### config.mk
export PLATFORM = sky130hd
export DESIGN_NAME = dump_sequencer
export DESIGN_NICKNAME = d
export VERILOG_FILES = /design/src/rtl/dump_sequencer.sv
export SDC_FILE = /design/constraint.sdc
export NUM_CORES = 1
export LEC_CHECK = 0
export CAP_MARGIN = 20
export CORE_UTILIZATION = 51
export DETAILED_ROUTE_END_ITERATION = 10
export GPL_ROUTABILITY_DRIVEN = 0
export PLACE_DENSITY_LB_ADDON = 0.25
export SYNTH_ARGS = -nofsm -noshare
export SYNTH_HDL_FRONTEND = slang
export SYNTH_SLANG_ARGS = --single-unit
### constraint.sdc
create_clock -name i_clock -period 7.2 [get_ports i_clock]
set_input_delay 1.44 -clock i_clock [delete_from_list [all_inputs] [get_ports i_clock]]
set_output_delay 1.44 -clock i_clock [all_outputs]
set_load 0.01 [all_outputs]
### src/rtl/dump_sequencer.sv
`timescale 1ns/1ps
`default_nettype none
// ============================================================================
// Module      : dump_sequencer
// Description : Streams a debug dump (PC, register bank, data memory) to the
//               UART one byte per tx handshake, LSB first.
//               Optional macro DUMP_CHECKSUM_EN appends an XOR checksum byte.
// Revision    : 1.0 - initial release
// ============================================================================
module dump_sequencer #(
    parameter int BYTE     = 8,
    parameter int DWORD    = 32,
    parameter int RB_ADDR  = 5,
    parameter int DM_ADDR  = 5,
    parameter int RB_DEPTH = 32,
    parameter int DM_DEPTH = 32
) (
    input  logic               i_clock,
    input  logic               i_reset,
    input  logic               i_start,
    input  logic [DWORD-1:0]   i_pc_value,
    input  logic [DWORD-1:0]   i_rb_data,
    input  logic [DWORD-1:0]   i_dm_data,
    input  logic               i_tx_done,
    output logic [RB_ADDR-1:0] o_rb_addr,
    output logic               o_rb_read_enable,
    output logic [DM_ADDR-1:0] o_dm_addr,
    output logic               o_dm_read_enable,
    output logic               o_dm_du_flag,
    output logic [BYTE-1:0]    o_tx_data,
    output logic               o_tx_start,
    output logic               o_busy,
    output logic               o_done
);

    typedef enum logic [3:0] {
        ST_IDLE    = 4'd0,
        ST_SEND    = 4'd1,
        ST_WAIT_TX = 4'd2,
        ST_RB_REQ  = 4'd3,
        ST_RB_WAIT = 4'd4,
        ST_DM_REQ  = 4'd5,
        ST_DM_WAIT = 4'd6,
`ifdef DUMP_CHECKSUM_EN
        ST_CK_SEND = 4'd7,
`endif
        ST_FINISH  = 4'd8
    } state_t;

    typedef enum logic [1:0] {
        PH_PC = 2'd0,
        PH_RB = 2'd1,
        PH_DM = 2'd2,
        PH_CK = 2'd3
    } phase_t;

    // Counters carry one extra bit so DEPTH == 2**ADDR never wraps.
    localparam logic [RB_ADDR:0] c_rb_last   = (RB_ADDR+1)'(RB_DEPTH - 1);
    localparam logic [DM_ADDR:0] c_dm_last   = (DM_ADDR+1)'(DM_DEPTH - 1);
    localparam logic [RB_ADDR:0] c_rb_one    = (RB_ADDR+1)'(1);
    localparam logic [DM_ADDR:0] c_dm_one    = (DM_ADDR+1)'(1);
    localparam logic [1:0]       c_last_byte = 2'd3;

    state_t             r_state, w_state_nxt;
    phase_t             r_phase, w_phase_nxt;
    logic [DWORD-1:0]   r_word, w_word_nxt;
    logic [1:0]         r_idx, w_idx_nxt;
    logic [RB_ADDR:0]   r_rb_cnt, w_rb_cnt_nxt;
    logic [DM_ADDR:0]   r_dm_cnt, w_dm_cnt_nxt;
    logic [BYTE-1:0]    w_byte;
    logic [BYTE-1:0]    w_tx_data_nxt;
    logic               w_tx_start_nxt;
    logic               w_du_flag_nxt;
`ifdef DUMP_CHECKSUM_EN
    logic [BYTE-1:0]    r_ck, w_ck_nxt;
`endif

    function automatic logic [BYTE-1:0] byte_of(input logic [DWORD-1:0] word,
                                                input logic [1:0]       idx);
        case (idx)
            2'd0:    byte_of = word[BYTE-1:0];
            2'd1:    byte_of = word[2*BYTE-1:BYTE];
            2'd2:    byte_of = word[3*BYTE-1:2*BYTE];
            default: byte_of = word[4*BYTE-1:3*BYTE];
        endcase
    endfunction

    function automatic logic [RB_ADDR-1:0] rb_sat(input logic [RB_ADDR:0] cnt);
        rb_sat = cnt[RB_ADDR] ? '1 : cnt[RB_ADDR-1:0];
    endfunction

    function automatic logic [DM_ADDR-1:0] dm_sat(input logic [DM_ADDR:0] cnt);
        dm_sat = cnt[DM_ADDR] ? '1 : cnt[DM_ADDR-1:0];
    endfunction

    always_comb begin
        w_state_nxt  = r_state;
        w_phase_nxt  = r_phase;
        w_word_nxt   = r_word;
        w_idx_nxt    = r_idx;
        w_rb_cnt_nxt = r_rb_cnt;
        w_dm_cnt_nxt = r_dm_cnt;
`ifdef DUMP_CHECKSUM_EN
        w_ck_nxt     = (r_state == ST_IDLE) ? '0 : r_ck;
`endif
        case (r_state)
            ST_IDLE: begin
                if (i_start) begin
                    w_word_nxt   = i_pc_value;
                    w_idx_nxt    = 2'd0;
                    w_phase_nxt  = PH_PC;
                    w_rb_cnt_nxt = '0;
                    w_dm_cnt_nxt = '0;
                    w_state_nxt  = ST_SEND;
                end
            end
            ST_SEND: w_state_nxt = ST_WAIT_TX;
            ST_WAIT_TX: begin
                if (i_tx_done) begin
                    if (r_idx != c_last_byte) begin
                        w_idx_nxt   = r_idx + 2'd1;
                        w_state_nxt = ST_SEND;
                    end else begin
                        case (r_phase)
                            PH_PC: begin
                                w_phase_nxt  = PH_RB;
                                w_rb_cnt_nxt = '0;
                                w_state_nxt  = ST_RB_REQ;
                            end
                            PH_RB: begin
                                if (r_rb_cnt < c_rb_last) begin
                                    w_rb_cnt_nxt = r_rb_cnt + c_rb_one;
                                    w_state_nxt  = ST_RB_REQ;
                                end else begin
                                    w_phase_nxt  = PH_DM;
                                    w_dm_cnt_nxt = '0;
                                    w_state_nxt  = ST_DM_REQ;
                                end
                            end
                            PH_DM: begin
                                if (r_dm_cnt < c_dm_last) begin
                                    w_dm_cnt_nxt = r_dm_cnt + c_dm_one;
                                    w_state_nxt  = ST_DM_REQ;
                                end else begin
`ifdef DUMP_CHECKSUM_EN
                                    w_phase_nxt  = PH_CK;
                                    w_state_nxt  = ST_CK_SEND;
`else
                                    w_state_nxt  = ST_FINISH;
`endif
                                end
                            end
                            default: w_state_nxt = ST_FINISH;
                        endcase
                    end
                end
            end
            ST_RB_REQ:  w_state_nxt = ST_RB_WAIT;
            ST_RB_WAIT: begin
                w_word_nxt  = i_rb_data;
                w_idx_nxt   = 2'd0;
                w_state_nxt = ST_SEND;
            end
            ST_DM_REQ:  w_state_nxt = ST_DM_WAIT;
            ST_DM_WAIT: begin
                w_word_nxt  = i_dm_data;
                w_idx_nxt   = 2'd0;
                w_state_nxt = ST_SEND;
            end
`ifdef DUMP_CHECKSUM_EN
            // Checksum is a one-byte "word": last index so the next done finishes.
            ST_CK_SEND: begin
                w_idx_nxt   = c_last_byte;
                w_state_nxt = ST_WAIT_TX;
            end
`endif
            ST_FINISH:  w_state_nxt = ST_IDLE;
            default:    w_state_nxt = ST_IDLE;
        endcase

        w_byte         = byte_of(w_word_nxt, w_idx_nxt);
        w_tx_data_nxt  = o_tx_data;
        w_tx_start_nxt = (w_state_nxt == ST_SEND);
        if (w_state_nxt == ST_SEND) begin
            w_tx_data_nxt = w_byte;
        end
`ifdef DUMP_CHECKSUM_EN
        if (w_state_nxt == ST_SEND) begin
            w_ck_nxt = w_ck_nxt ^ w_byte;
        end
        if (w_state_nxt == ST_CK_SEND) begin
            w_tx_data_nxt  = r_ck;
            w_tx_start_nxt = 1'b1;
        end
`endif
        w_du_flag_nxt = (w_phase_nxt == PH_DM) &&
                        (w_state_nxt inside {ST_DM_REQ, ST_DM_WAIT, ST_SEND, ST_WAIT_TX});
    end

    // Outputs are registered from the next-state decode so they line up with the state.
    always_ff @(posedge i_clock or negedge i_reset) begin
        if (!i_reset) begin
            r_state          <= ST_IDLE;
            r_phase          <= PH_PC;
            r_word           <= '0;
            r_idx            <= '0;
            r_rb_cnt         <= '0;
            r_dm_cnt         <= '0;
            o_rb_addr        <= '0;
            o_rb_read_enable <= 1'b0;
            o_dm_addr        <= '0;
            o_dm_read_enable <= 1'b0;
            o_dm_du_flag     <= 1'b0;
            o_tx_data        <= '0;
            o_tx_start       <= 1'b0;
            o_busy           <= 1'b0;
            o_done           <= 1'b0;
        end else begin
            r_state          <= w_state_nxt;
            r_phase          <= w_phase_nxt;
            r_word           <= w_word_nxt;
            r_idx            <= w_idx_nxt;
            r_rb_cnt         <= w_rb_cnt_nxt;
            r_dm_cnt         <= w_dm_cnt_nxt;
            o_rb_addr        <= rb_sat(w_rb_cnt_nxt);
            o_rb_read_enable <= (w_state_nxt == ST_RB_REQ);
            o_dm_addr        <= dm_sat(w_dm_cnt_nxt);
            o_dm_read_enable <= (w_state_nxt == ST_DM_REQ);
            o_dm_du_flag     <= w_du_flag_nxt;
            o_tx_data        <= w_tx_data_nxt;
            o_tx_start       <= w_tx_start_nxt;
            o_busy           <= (w_state_nxt != ST_IDLE);
            o_done           <= (w_state_nxt == ST_FINISH);
        end
    end

`ifdef DUMP_CHECKSUM_EN
    always_ff @(posedge i_clock or negedge i_reset) begin
        if (!i_reset) begin
            r_ck <= '0;
        end else begin
            r_ck <= w_ck_nxt;
        end
    end
`endif

endmodule
`default_nettype wire

---- Yosys cells after proc, flatten, opt, wreduce, memory -nomap -nowiden ----
Cells that the tools add are included.
word-level totals
  register bits after elaboration ......... 76
  input port bits ......................... 100
  output and inout bits ................... 24
  word-level logic and storage cells ...... 80
cells by class
  add/subtract/negate cells ............... 3
  magnitude comparators ................... 2
  eq/ne operators ......................... 18
  muxes and demuxes ....................... 35
  reductions and logical operators ........ 7
operator list
  operator               count
  $pmux W32 S3           1
  $mux W6                9
  $pmux W6 S2            4
  $mux W32               1
  $pmux W4 S6            1
  $pmux W8 S3            1
  $eq A4 B3 Y1 const B   5
  $eq A4 B2 Y1 const B   4
  $mux W4                4
  $mux W2                7
  $add A6 B1 Y6 const B  2
  $lt A6 B5 Y1 const B   2
  $pmux W4 S3            1
  $mux W5                2
  $eq A4 B1 Y1 const B   2
  $pmux W2 S2            2
  $reduce_bool A4 Y1     2
  $eq A2 B2 Y1 const B   3
  $pmux W2 S3            1
  $eq A2 B1 Y1 const B   2
  $eq A4 B4 Y1 const B   1
  $logic_not A2 Y1       2
  $logic_not A4 Y1       1
  $mux W3                1
  4 further kinds        4

---- Longest topological paths before layout ----
  word-level depth ........................ 9
  gate-level depth with buffers ........... 9
  mapped depth without buffers ............ 8

---- Worst setup path after synthesis ----
No wires, ideal clock.
  path type ............................... input-to-reg
  from .................................... input i_start
  to ...................................... register o_tx_data[7]
  library setup time ...................... 125 ps
  arrival ................................. 2,894 ps
  required time ........................... 7,075 ps
  setup slack ............................. 4,181 ps
  stages .................................. 7
  buffers on the path ..................... 1
  cell sequence ........................... nor2b_1 -> o21ai_1 -> a21oi_2 -> buf_6 -> mux2i_1 -> mux2i_1 -> mux2_2
on the way
  word-level cells in the longest chain between the ends .. 4
  elaborated cells between the ends (all ways) .. 11
  classes of those cells .................. 3 x eq/ne; 7 x mux; 1 x reduce/logical
ends and longest elaborated chain
  element                               line  source
  start: declaration                    20    input logic i_start,
  $mux W2                               108   if (i_start) begin
  $pmux W2 S3                           106   case (r_state)
  $eq A2 B2 Y1 (tied with other cells)  80    case (idx)
  $pmux W8 S3                           80
  end signal: assignment                230   o_tx_data <= w_tx_data_nxt;
  end: declaration                      30    output logic [BYTE-1:0] o_tx_data,
Several ways; a longest one is shown, not always the timed one.
A chain may end at the register's enable or synchronous reset.

---- Final worst setup path ----
  from .................................... input i_tx_done
  to ...................................... register o_tx_data[5]
on the way
  elaborated cells between the ends (all ways) .. 9
  classes of those cells .................. 3 x eq/ne; 5 x mux; 1 x reduce/logical
RTL lines
  element             line  source
  start: declaration  24    input logic i_tx_done,
  $mux W4             119   if (i_tx_done) begin
  $pmux W4 S6         106
  $eq A4 B1 Y1        n/a
  via w_tx_start_nxt  72    logic w_tx_start_nxt;
The timed path passes the listed nets, and every way through them passes these cells.

==> results.cfg <==
[critical_path]
cp_slowest_cell = nor4_4
cp-start-kind = input pin
rr_startpoint = r_dm_cnt[0]
crit_buf_inv = 1
cp.arrival_ps = 3980
critPathMaxFanout = 9
r2r_slack_ps = 4280
crit_required_ps = 7430
critPathCaptureType = register
crit_family = simple AND/OR/NAND/NOR gates
critPathKind = in -> reg
crit_path_max_incr_delay_ps = 630
critical_path.cell_chain = clkdlybuf4s50_1, nand3_1, nor2_1, o21ai_0, nand2_1, nor4_4, mux2_2
worstSetupStartpoint = i_tx_done

[sta]
setup_tns_ps = 0
tightest_slew_ps = 921
rsz0062_at_grt = no
final_hold_viol_count = 0
setup_viol = 0
min_period_ps = 3760
fmax_mhz = 266
timing.final.crit_share_pct = 52.2
relSlewSlack_pct = 38.6
skew_ps = 10.5
finalMaxSlewViolations = 0

[route]
drt-total-wl_um = 10200
drc = 0
routedWlPerCell_um = 17.3
drt-pass1-iter-count = 4
routed_via_density = 5.92
postRouteAntennaNets = 0
vias = 3494
first_iter_violations = 273

[die]
start_util_pct = 53.6
rows = 31
ios = 124
die_area_um2 = 8150
die_w_um = 90.3
core-area_um2 = 7410
die_h_um = 90.3

[min_path]
worstHoldStart = r_word[19]
hold_class = reg -> reg

[clocking]
cts_hold_buf = 0
ctsLongestPathBuffers = 2
insertion_delay_ps = 340
post_cts_buffers = 0
clockRootBuffer = clkbuf_8
tritoncts = done
cts_made_buffers = 9
cts_max_level = 3
clock-sinks = 76
post_cts_resized = 0
clkTransAtPathRegs_ps = 80

[placement]
portBuffers = 123
place_hpwl_um = 7420
placed_area_um2 = 5280

[pwr]
clkPwrFrac_pct = 16.2
p_seq_share_pct = 35.8
power.leakage_uw = 0.00245
peakVddDrop_v = 0.000176
p_per_area_nw_per_um2 = 329
netSwitchingFraction_pct = 37.7
p_sw_uw = 679
comb_power_share_pct = 47.9
p_int_uw = 1120

[synthesis]
synth-edff-count = 0
syn_inst = 367
synth_cell_types = 49
ys_seq_area_share_pct = 47.9
syn_avg_cell_area_um2 = 10.8
ys_seq_elements = 76
ys_warn_count = 0
async_flop_share_pct = 100
syn-num-nets = 473
ys.flop_type = dfrtp_1
synth_area_um2 = 3970

[global_route]
grt_max_degree = 77
grt_util_all_layers_pct = 25.6
grt_pass1_vias = 3446
grt_pass1_wl_um = 16700
gr-total-overflow = 0
antenna_found_initial = 0

[layout]
area.growth.synth_to_final_pct = 37.6
drive_gt1_share_pct = 8.15
antenna_cells = 0
n_fill_cell = 505
fin_nets = 592
final_area_um2 = 5470
final_util_pct = 73.8

[run_status]
status = finished clean

[flow_run]
max_cap_violations = 0
==> registers in the layout, indices dropped and copies added, names as in the netlist, 2 cells and up <==
register   count
o_dm_addr      5
o_rb_addr      5
o_tx_data      8
r_dm_cnt       6
r_idx          2
r_phase        2
r_rb_cnt       6
r_state        4
r_word        32
==> cells in the final DEF (no fill, tap or decap), types with 3 or more instances in the layout <==
cell               n
nand2b_1          10
ha_1               6
nor2_1            45
buf_4              6
a31oi_1            4
clkbuf_8          10
dfrtp_1           75
a41oi_1            3
clkinvlp_4         4
inv_1             11
nand2_1           19
mux2i_1           56
o211ai_1           3
a221o_1           32
nand3_1            5
mux2_2             9
a22o_1             3
clkdlybuf4s50_1  122
nor4_1             4
o21ai_0           12
a21oi_1            9
nor3_1             7
==> cells by family (layout without fill, tap and decap cells) <==
logic type               after synthesis  in the layout  synth area share, %
AND/OR/NAND/NOR                      108            108                 14.0
AO/OA/AOI/OAI                         78             78                 15.8
flip-flops                            76             76                 47.9
multiplexers                          65             65                 16.7
buffers and inverters                 32            156                 3.37
adder cells (fa/ha/maj)                6              6                 1.89
XOR/XNOR                               2              2                0.441
==> cell type report <==
cell class	instances	area, µm²	share of cell area (%)
multi-input cells	259	1940	35.5
flip-flops and latches	76	1900	34.8
repair buffers	129	1280	23.4
clock buffers	10	138	2.52
well taps	99	124	2.27
inverters	11	41.3	0.755
clock inverters	6	40.0	0.732
==> path summary, 6_finish.rpt <==
path,end,cells past startpoint
worst max-delay path,o_tx_data[5],7
worst min-delay path,r_word[19],1
worst max register to register,o_tx_data[5],7
worst min register to register,r_word[19],1
max in group asynchronous,r_state[1],1
min in group asynchronous,r_rb_cnt[1],1
==> power by group through the flow <==
stage / clock, µW / combinational [µW] / sequential [µW]
after floorplan: 0 / 600 / 617
after global placement: 0 / 822 / 649
after detailed placement: 0 / 850 / 646
after CTS: 293 / 854 / 644
after global routing: 317 / 925 / 658
final: 292 / 863 / 645
==> stage by stage <==
stage               setup slack (ps)  total power, µW  hold WS, ps  std cells
CTS                             3500             1790          519        589
detailed placement              3170             1500          497        573
finish                          3440             1800          524        590
global route                    3400             1900          538        590
floorplan                       4180             1220          478        367
global placement                3170             1470          495        572
==> Yosys cell counts, types with 4 or more instances <==
cell type	n	area, µm²
a21oi_1	9	45.0
a221o_1	32	320
a31oi_1	4	25.0
buf_2	4	20.0
clkbuf_1	14	52.6
dfrtp_1	76	1900
ha_1	6	75.1
inv_1	11	41.3
mux2_2	9	101
mux2i_1	56	561
nand2_1	19	71.3
nand2b_1	10	62.6
nand3_1	5	25.0
nor2_1	45	169
nor3_1	7	35.0
nor4_1	4	25.0
o21ai_0	12	60.1
==> routing by layer <==
layer / global-route usage [%] / part of all wire, %
met5: 0 / 0
met4: 7.93 / 1.6
met3: 4.12 / 5.9
met2: 43.4 / 51
met1: 33.8 / 42
Note: power is estimated with default switching activity, not from simulation.
